**src/rtl/simmem_ram_arbiter.sv**
```systemverilog
// Arbiter sharing one single-port RAM bank between the RAM_IN (enqueue) and
// RAM_OUT (dequeue) sides of the simmem linked-list buffer.
//
//   state      | meaning
//   -----------+------------------------------------------------------------
//   IDLE       | round-robin between requesters, rr_q holds priority port
//   LOCKED_IN  | RAM_IN owns the bank for a read-modify-write, RAM_OUT held off
//   LOCKED_OUT | RAM_OUT owns the bank for a read-modify-write, RAM_IN held off
//
// A lock is force-released after MaxLockCycles locked cycles without an
// unlocking grant, so a stalled owner cannot starve the other port.
module simmem_ram_arbiter #(
    parameter int DataWidth     = 9,
    parameter int NumEntries    = 16,
    parameter int AddrWidth     = $clog2(NumEntries),
    parameter int MaxLockCycles = 4
) (
    input  logic                              clk_i,
    input  logic                              rst_ni,
    input  logic [1:0]                        req_i,
    input  logic [1:0]                        we_i,
    input  logic [1:0]                        lock_i,
    input  logic [1:0][AddrWidth-1:0]         addr_i,
    input  logic [1:0][DataWidth-1:0]         wdata_i,
    output logic [1:0]                        gnt_o,
    output logic [1:0]                        rvalid_o,
    output logic [DataWidth-1:0]              rdata_o,
    output logic                              lock_timeout_o,
    output logic                              ram_req_o,
    output logic                              ram_we_o,
    output logic [AddrWidth-1:0]              ram_addr_o,
    output logic [DataWidth-1:0]              ram_wdata_o,
    input  logic [DataWidth-1:0]              ram_rdata_i
);

    typedef enum logic {RAM_IN = 1'b0, RAM_OUT = 1'b1} ram_port_e;
    typedef enum logic [1:0] {IDLE, LOCKED_IN, LOCKED_OUT} state_e;

    localparam logic [3:0] MaxCnt = 4'(MaxLockCycles);

    state_e     state_q, state_d;
    ram_port_e  rr_q, rr_d;
    logic [3:0] lock_cnt_q, lock_cnt_d;
    logic       rd_pend_q;
    ram_port_e  rd_port_q;

    logic       gnt_port;
    logic       owner;

    // Grant selection, lock tracking and next-state logic.
    always_comb begin
        state_d        = state_q;
        rr_d           = rr_q;
        lock_cnt_d     = lock_cnt_q;
        gnt_o          = 2'b00;
        lock_timeout_o = 1'b0;
        owner          = (state_q == LOCKED_OUT);

        case (state_q)
            IDLE: begin
                if (req_i == 2'b11) gnt_o[rr_q] = 1'b1;
                else                gnt_o       = req_i;
            end
            LOCKED_IN:  gnt_o[0] = req_i[0];
            LOCKED_OUT: gnt_o[1] = req_i[1];
            default:    gnt_o    = 2'b00;
        endcase

        // Hold the bank off while reset is asserted even if requests are up.
        if (!rst_ni) gnt_o = 2'b00;

        gnt_port = gnt_o[1];

        case (state_q)
            IDLE: begin
                if (|gnt_o) begin
                    rr_d = ram_port_e'(~gnt_port);
                    if (lock_i[gnt_port]) begin
                        state_d    = gnt_port ? LOCKED_OUT : LOCKED_IN;
                        lock_cnt_d = 4'd1;
                    end
                end
            end
            LOCKED_IN, LOCKED_OUT: begin
                if (gnt_o[owner] && !lock_i[owner]) begin
                    state_d    = IDLE;
                    lock_cnt_d = 4'd0;
                end else if (lock_cnt_q >= MaxCnt) begin
                    state_d        = IDLE;
                    lock_cnt_d     = 4'd0;
                    lock_timeout_o = 1'b1;
                end else begin
                    lock_cnt_d = lock_cnt_q + 4'd1;
                end
            end
            default: begin
                state_d    = IDLE;
                lock_cnt_d = 4'd0;
            end
        endcase
    end

    // RAM strobe and payload muxed from the granted port; zeroed when idle.
    always_comb begin
        ram_req_o   = |gnt_o;
        ram_we_o    = ram_req_o & we_i[gnt_port];
        ram_addr_o  = ram_req_o ? addr_i[gnt_port]  : '0;
        ram_wdata_o = ram_req_o ? wdata_i[gnt_port] : '0;
    end

    // Arbitration state and outstanding-read bookkeeping.
    always_ff @(posedge clk_i or negedge rst_ni) begin
        if (!rst_ni) begin
            state_q    <= IDLE;
            rr_q       <= RAM_IN;
            lock_cnt_q <= 4'd0;
            rd_pend_q  <= 1'b0;
            rd_port_q  <= RAM_IN;
        end else begin
            state_q    <= state_d;
            rr_q       <= rr_d;
            lock_cnt_q <= lock_cnt_d;
            rd_pend_q  <= ram_req_o & ~ram_we_o;
            rd_port_q  <= ram_port_e'(gnt_port);
        end
    end

    // Read data is a straight passthrough, steered by the registered port tag.
    always_comb begin
        rvalid_o = {rd_pend_q & rd_port_q, rd_pend_q & ~rd_port_q};
        rdata_o  = ram_rdata_i;
    end

endmodule

```
**config.mk**
```make
export PLATFORM = sky130hd
export DESIGN_NAME = simmem_ram_arbiter
export DESIGN_NICKNAME = d
export VERILOG_FILES = /design/src/rtl/simmem_ram_arbiter.sv
export SDC_FILE = /design/constraint.sdc
export NUM_CORES = 1
export LEC_CHECK = 0
export ABC_AREA = 1
export CORE_MARGIN = 1
export CORE_UTILIZATION = 34
export DETAILED_ROUTE_END_ITERATION = 7
export PLACE_DENSITY_LB_ADDON = 0.25
export SYNTH_ARGS = -nofsm -noshare
export SYNTH_HDL_FRONTEND = slang
export SYNTH_SLANG_ARGS = --single-unit
```
**constraint.sdc**
```tcl
create_clock -name clk_i -period 1.8 [get_ports clk_i]
set_clock_uncertainty 0.2 [all_clocks]
set_input_delay 0.18 -clock clk_i [delete_from_list [all_inputs] [get_ports clk_i]]
set_output_delay 0.18 -clock clk_i [all_outputs]
set_load 0.1 [all_outputs]
```
==> results of run 1 <==
## flip-flops by register name (all words and copies together) (netlist names)
signal / cells
rd_port_q: 1
state_q: 2
lock_cnt_q: 4
rd_pend_q: 1
rr_q: 1
## worst reg2reg max path, cell delays in order (launching register included)
cell,delay (ns)
dfrtp_1,0.41
inv_2,0.09
ha_2,0.20
inv_2,0.05
buf_4,0.12
buf_4,0.13
nor2_4,0.09
a21boi_2,0.07
buf_4,0.14
nand3_2,0.10
nand3_2,0.10
nand2_1,0.08
nand2_1,0.05
## area by class of cell
type	instances	area share, %
clock inverters	1	0.232
repair inverters	1	0.523
repair buffers	78	45.3
well taps	30	1.74
clock buffers	3	1.05
inverters	31	8.19
multi-input cells	105	32.5
flip-flops and latches	9	10.5
## layout by cell type, fill, tap and decap left out
cell type and count:
nand2_1 38, nand4_1 6, nor2_4 2, nor2_2 3, clkinvlp_4 9, o21ai_0 1
nor3b_1 2, buf_16 1, dfrtp_1 9, clkinv_2 1, a21oi_4 1, o21ai_2 7
ha_2 1, nor2_1 7, buf_6 2, nand3_1 1, nand3_2 3, inv_1 11
o21ai_4 3, clkdlybuf4s50_1 33, inv_2 9, buf_12 21, o21ai_1 4, nand3_4 1
clkbuf_16 1, a21boi_2 1, ha_1 3, clkbuf_4 3, buf_4 20, ha_4 1
nand2_2 16, clkinv_8 1, bufinv_8 1, inv_8 1, nand2_4 4
## metal layers
layer / GRT usage (%) / up-vias
li1: - / 614
met5: 0 / -
met4: 10.4 / 0
met3: 6.28 / 25
met2: 47.6 / 68
met1: 24.5 / 612
## power groups by stage
| stage | Clock [mW] | Sequential [mW] | Combinational (mW) |
|---|---|---|---|
| after floorplan | 0 | 0.311 | 1.83 |
| after global placement | 0 | 0.312 | 2.55 |
| after detailed placement | 0 | 0.316 | 2.62 |
| after CTS | 0.165 | 0.311 | 2.80 |
| after global routing | 0.179 | 0.324 | 3.13 |
| final | 0.162 | 0.316 | 3.00 |
## stage by stage
step                instances  power [mW]  util, %  hold WS [ns]
floorplan                 158        2.14        -        -0.316
global placement          244        2.87     74.6         0.161
detailed placement        244        2.94     74.6         0.161
CTS                       255        3.28     80.1        0.0883
global route              258        3.63     83.9         0.129
finish                    258        3.48     83.9         0.133
## cells by family (layout without fill, tap and decap cells)
kind of cell | after synthesis | after routing | share of synthesized area (%)
AOI/OAI and AO/OA | 17 | 17 | 9.52
and+or+nand+nor | 83 | 83 | 37.8
buffers and inverters | 44 | 114 | 22.7
DFF | 9 | 9 | 23.5
adders and majority gates | 5 | 5 | 6.52
## repair_timing
action	CTS	global route
resized for setup	12	17
setup buffers	5	2
gates cloned	2	1
setup endpoints to repair	19	25
pin swaps	3	1
## path summary, 6_finish.rpt
| check | cells after the start | to | from |
|---|---|---|---|
| min in group clk_i | 0 | rdata_o[2] | ram_rdata_i[2] |
| max | 10 | ram_we_o | state_q[0] |
| min | 2 | lock_cnt_q[3] | rst_ni |
| min reg2reg | 2 | lock_cnt_q[1] | lock_cnt_q[1] |
| max reg2reg | 12 | state_q[1] | state_q[0] |
| max in group asynchronous | 2 | rd_port_q | rst_ni |
==> impl_metrics.csv, run 1 <==
group,metric,value,unit
run_status,status,"complete, but fails checks",
run_status,failed_checks,"negative setup slack",
logic_synthesis,synth_edf_count,0,
floorplanning,rows,18,
global_routing,grt_pass1_vias,1266,
floorplanning,die_h,55.1,µm
worst_setup_path,arrival,1.87,ns
final_layout,nNetsFinal,277,
worst_setup_path,worst-path-buf-inv,5,
logic_synthesis,async_reset_ff_share,100,%
worst_setup_path,worst_setup_path_end_kind,"output pin",
logic_synthesis,synth_nets,206,
power,power_frac_comb,86.3,%
timing,fmax,0.445,GHz
final_layout,syn_to_final_growth,125,%
worst_setup_path,critical_path.top_delay_family,"buffers and inverters",
detailed_routing,via_count,1319,
timing,post-route-period-util,125,%
clock_tree,htreeDepth,1,
placement,post_dp_cell_area,1920,µm²
worst_setup_path,crit_chain,"inv_2 > ha_2 > inv_2 > nand2_2 > nand2_4 > buf_12 > clkinvlp_4 > nand2_2 > a21oi_4 > buf_12",
timing,finalSetupViolations,24,
detailed_routing,drt_iter0_drc,42,
global_routing,antenna_found_initial,0,
worst_hold_path,hold_path_class,"in2async",
worst_setup_path,critPathMaxStageDelay,0.41,ns
logic_synthesis,synth_cell_type_count,19,
clock_tree,clockRootBuffer,"clkbuf_4",
logic_synthesis,synth_common_cells,"nand2_1 (53), inv_1 (28), nor2_1 (12)",
detailed_routing,drc,0,
detailed_routing,wl_met1,1490,µm
floorplanning,die_w,55.1,µm
placement,dp_worst_setup_slack,-0.256,ns
logic_synthesis,syn_area,960,µm²
power,pwr-share-clk,4.7,%
global_routing,grt_start_max_net_pins,17,
power,switchingPower,1.96,mW
logic_synthesis,synthTopCellsByArea,"dfrtp_1 (23%), nand2_1 (21%), inv_1 (11%)",
detailed_routing,vias_per_cell,5.11,
worst_setup_path,path_class,"reg2out",
logic_synthesis,synth_flop_cell,"dfrtp_1",
clock_tree,clock_latency,0.27,ns
final_layout,num_antenna_cells,0,
placement,place.port_buffers,53,
timing,layout_min_cycle_time,2.25,ns
global_routing,gr-total-overflow,0,
global_routing,grt_pass1_wl,5310,µm
final_layout,seq_area,225,µm²
worst_setup_path,critical_path_required,1.42,ns
detailed_routing,drtAntennaViolNets,0,
timing,fin_tns_setup,-7.30,ns
floorplanning,start_util,37.4,%
final_layout,multi_input_area,701,µm²
floorplanning,core,2570,µm²
final_layout,drive_above_1_share,49.6,%
timing,slew_headroom,75.8,%
floorplanning,die_area,3040,µm²
logic_synthesis,yosysMostFrequentCell,"nand2_1",
power,ir_drop,1.40,mV
flow_run,maxCapViolations,0,
placement,gp_congestion,0.885,
detailed_routing,wl,4050,µm
logic_synthesis,ys_seq_area_share,23.5,%
power,p_int,1.52,mW
detailed_routing,met3WireLength,233,µm
logic_synthesis,syn_avg_cell_area,6.07,µm²
power,p_per_area,1610,nW/µm²
clock_tree,clkSlewWorstSetupHoldPaths,0.07,ns
timing,final.setup.worst_slack,-0.448,ns
final_layout,fillers,140,
logic_synthesis,ys_ff_latch,9,
floorplanning,pin_count,72,
global_routing,track_usage,24.6,%
logic_synthesis,yosysWarnings,0,
detailed_routing,wire_per_inst,15.7,µm
placement,hpwl,2500,µm
final_layout,fin_area,2150,µm²
worst_setup_path,slowest_stage,"dfrtp_1",
logic_synthesis,syn_inst,158,
worst_setup_path,r2r_setup_slack,-0.13,ns
clock_tree,clock_sinks,9,
worst_setup_path,startpoint_type,"flip-flop",
timing,worst_pin_slew,0.362,ns
detailed_routing,highest_layer,"met4",
power,p_leak,1.04,nW
logic_synthesis,synth_top_cell_area_share,23.5,%
detailed_routing,met2_length,2170,µm
detailed_routing,drt_first_pass_iters,4,
power,swShare,56.4,%
timing,rsz0062_at_grt,"true",
power,p_seq_share,9.1,%
clock_tree,cts_inserted_buffers,3,
logic_synthesis,yosysTopAreaCell,"dfrtp_1",
timing,maxSlewViolCount,0,
worst_setup_path,path_max_fanout,8,
clock_tree,cts_buffer_depth,2,
timing,hold_viol_final,0,
clock_tree,ctsHoldBuffers,0,
clock_tree,cts_tree,"built",
Power figures use the tool's default switching activity.
==> inputs of run 2 (changes only) <==
--- a/config.mk
+++ b/config.mk
@@ -9,6 +9,7 @@
 export CORE_MARGIN = 1
 export CORE_UTILIZATION = 34
 export DETAILED_ROUTE_END_ITERATION = 7
+export GPL_ROUTABILITY_DRIVEN = 0
 export PLACE_DENSITY_LB_ADDON = 0.25
 export SYNTH_ARGS = -nofsm -noshare
 export SYNTH_HDL_FRONTEND = slang
==> constraint.sdc (replaced) <==
create_clock -name clk_i -period 2.1 [get_ports clk_i]
set_clock_uncertainty 0.2 [all_clocks]
set_input_delay 0.21 -clock clk_i [delete_from_list [all_inputs] [get_ports clk_i]]
set_output_delay 0.21 -clock clk_i [all_outputs]
set_load 0.1 [all_outputs]
==> run 2 against run 1 <==
- the run still ends with negative setup slack left
- clock-buffer cell count grew 1
- via count grew 1.1%
- global-route usage grew 0.94 points
- critical path type unchanged
==> impl_metrics.csv, run 2 (synthesized netlist as in run 1, its figures left out) <==
group,metric,value,unit
floorplanning,die_w,55.1,µm
clock_tree,cts_buffer_depth,2,
detailed_routing,drc,0,
timing,maxSlewViolCount,0,
power,ir_drop,1.32,mV
clock_tree,clock_sinks,9,
clock_tree,clkSlewWorstSetupHoldPaths,0.07,ns
final_layout,stdcell_count,255,
worst_setup_path,path_max_fanout,8,
detailed_routing,drt_first_pass_iters,4,
clock_tree,clock_latency,0.27,ns
final_layout,num_antenna_cells,0,
global_routing,grt_pass1_wl,5360,µm
final_layout,drive_above_1_share,54.7,%
floorplanning,die_area,3040,µm²
global_routing,grt_start_max_net_pins,12,
floorplanning,core,2570,µm²
timing,finalSetupViolations,16,
timing,fin_tns_setup,-2.14,ns
final_layout,final_cell_mix,"clkdlybuf4s50_1 (33), nand2_1 (25), nand2_2 (24), buf_12 (19), buf_4 (16)",
final_layout,largest_reg_flops,4,
final_layout,regMostFlops,"lock_cnt_q",
final_layout,final_common_cell,"clkdlybuf4s50_1",
timing,worst_pin_slew,0.326,ns
flow_run,maxCapViolations,0,
floorplanning,rows,18,
final_layout,fin_area,2250,µm²
global_routing,grt_pass1_vias,1171,
clock_tree,clockRootBuffer,"clkbuf_4",
clock_tree,cts_tree,"built",
timing,post-route-period-util,109,%
detailed_routing,wl,4620,µm
placement,dp_worst_setup_slack,-0.0180,ns
worst_setup_path,path_class,"reg2out",
final_layout,top_regs,"lock_cnt_q: 4 flops, state_q: 2 flops",
worst_setup_path,arrival,1.89,ns
final_layout,fin_util,87.6,%
floorplanning,die_h,55.1,µm
timing,slew_headroom,78.2,%
timing,final.setup.worst_slack,-0.199,ns
timing,fmax,0.435,GHz
final_layout,syn_to_final_growth,134,%
timing,layout_min_cycle_time,2.30,ns
power,p_leak,1.02,nW
detailed_routing,drt_iter0_drc,39,
detailed_routing,wire_per_inst,18.1,µm
timing,hold_slack,0.0928,ns
timing,hold_viol_final,0,
global_routing,gr-total-overflow,0,
placement,placed_cells,239,
power,p_per_area,1380,nW/µm²
floorplanning,pin_count,72,
detailed_routing,drtAntennaViolNets,0,
global_routing,track_usage,25.6,%
power,power,3.11,mW
clock_tree,ctsHoldBuffers,0,
placement,place.port_buffers,53,
run_status,failed_checks,"negative setup slack",
run_status,status,"complete, but fails checks",
floorplanning,start_util,37.4,%
final_layout,nNetsFinal,274,
clock_tree,cts_inserted_buffers,3,
global_routing,antenna_found_initial,0,
timing,rsz0062_at_grt,"true",
placement,hpwl,2530,µm
placement,post_dp_cell_area,1820,µm²
detailed_routing,via_count,1334,
worst_hold_path,hold_path_class,"in2async",
clock_tree,htreeDepth,1,
detailed_routing,vias_per_cell,5.23,
worst_setup_path,critical_path_required,1.69,ns
worst_setup_path,startpoint_type,"flip-flop",
worst_setup_path,worst_setup_path_end_kind,"output pin",
[run 2: changes by cell type in the layout (fill, tap and decap cells not counted), moves of 3 or more]
cell,delta
o21ai_2,-3
nand2_4,+3
buf_4,-4
nor2_2,-3
nand2_2,+8
o21ai_1,-4
o21ai_4,+6
nor2_1,+4
nand2_1,-13
[run 2: area by class of cell]
class | instances | area, µm²
inverter | 31 | 165
tap | 30 | 37.5
fill | 114 | 319
sequential | 9 | 226
timing repair buffer | 75 | 957
multi-input combinational | 105 | 820
timing repair inverter | 1 | 16.3
clock buffer | 4 | 26.3
[run 2: timing repair]
item | in CTS | in global routing
cloned | 2 | 2
setup endpoints to repair | 17 | 16
pin swaps | 6 | 12
gates resized for setup | 40 | 28
setup buffers | 2 | 7
[run 2: worst paths after layout]
path	endpoint	cells after the start	slack (ns)	from
setup / recovery	ram_wdata_o[2]	9	-0.20	state_q[1]
hold / removal	lock_cnt_q[3]	2	0.09	rst_ni
setup reg to reg	state_q[0]	12	0.11	state_q[1]
hold reg to reg	lock_cnt_q[0]	2	0.34	lock_cnt_q[0]
max in group asynchronous	rd_pend_q	3	1.36	rst_ni
min in group clk_i	rdata_o[5]	0	0.22	ram_rdata_i[5]
[run 2: worst max-delay path: stages, from the launching register on]
cell and delay [ns]:
dfrtp_2 0.45, inv_2 0.09, ha_4 0.16, nand2_4 0.05, nand2_4 0.10, nand2_8 0.10
buf_16 0.17, o21ai_4 0.14, clkinvlp_4 0.14, buf_12 0.18
[run 2: per-layer routing]
metal | global-route usage, % | share of wire (%)
met2 | 49.2 | 53
met4 | 7.50 | 3.9
met1 | 27.7 | 37
met3 | 5.19 | 6.2
met5 | 0 | 0
[run 2: report_power, final]
| part | total [mW] | internal, mW | switching (mW) |
|---|---|---|---|
| clock | 0.145 | 0.0737 | 0.0715 |
| sequential | 0.282 | 0.230 | 0.0513 |
| combinational | 2.68 | 1.01 | 1.67 |
| total | 3.11 | 1.31 | 1.79 |
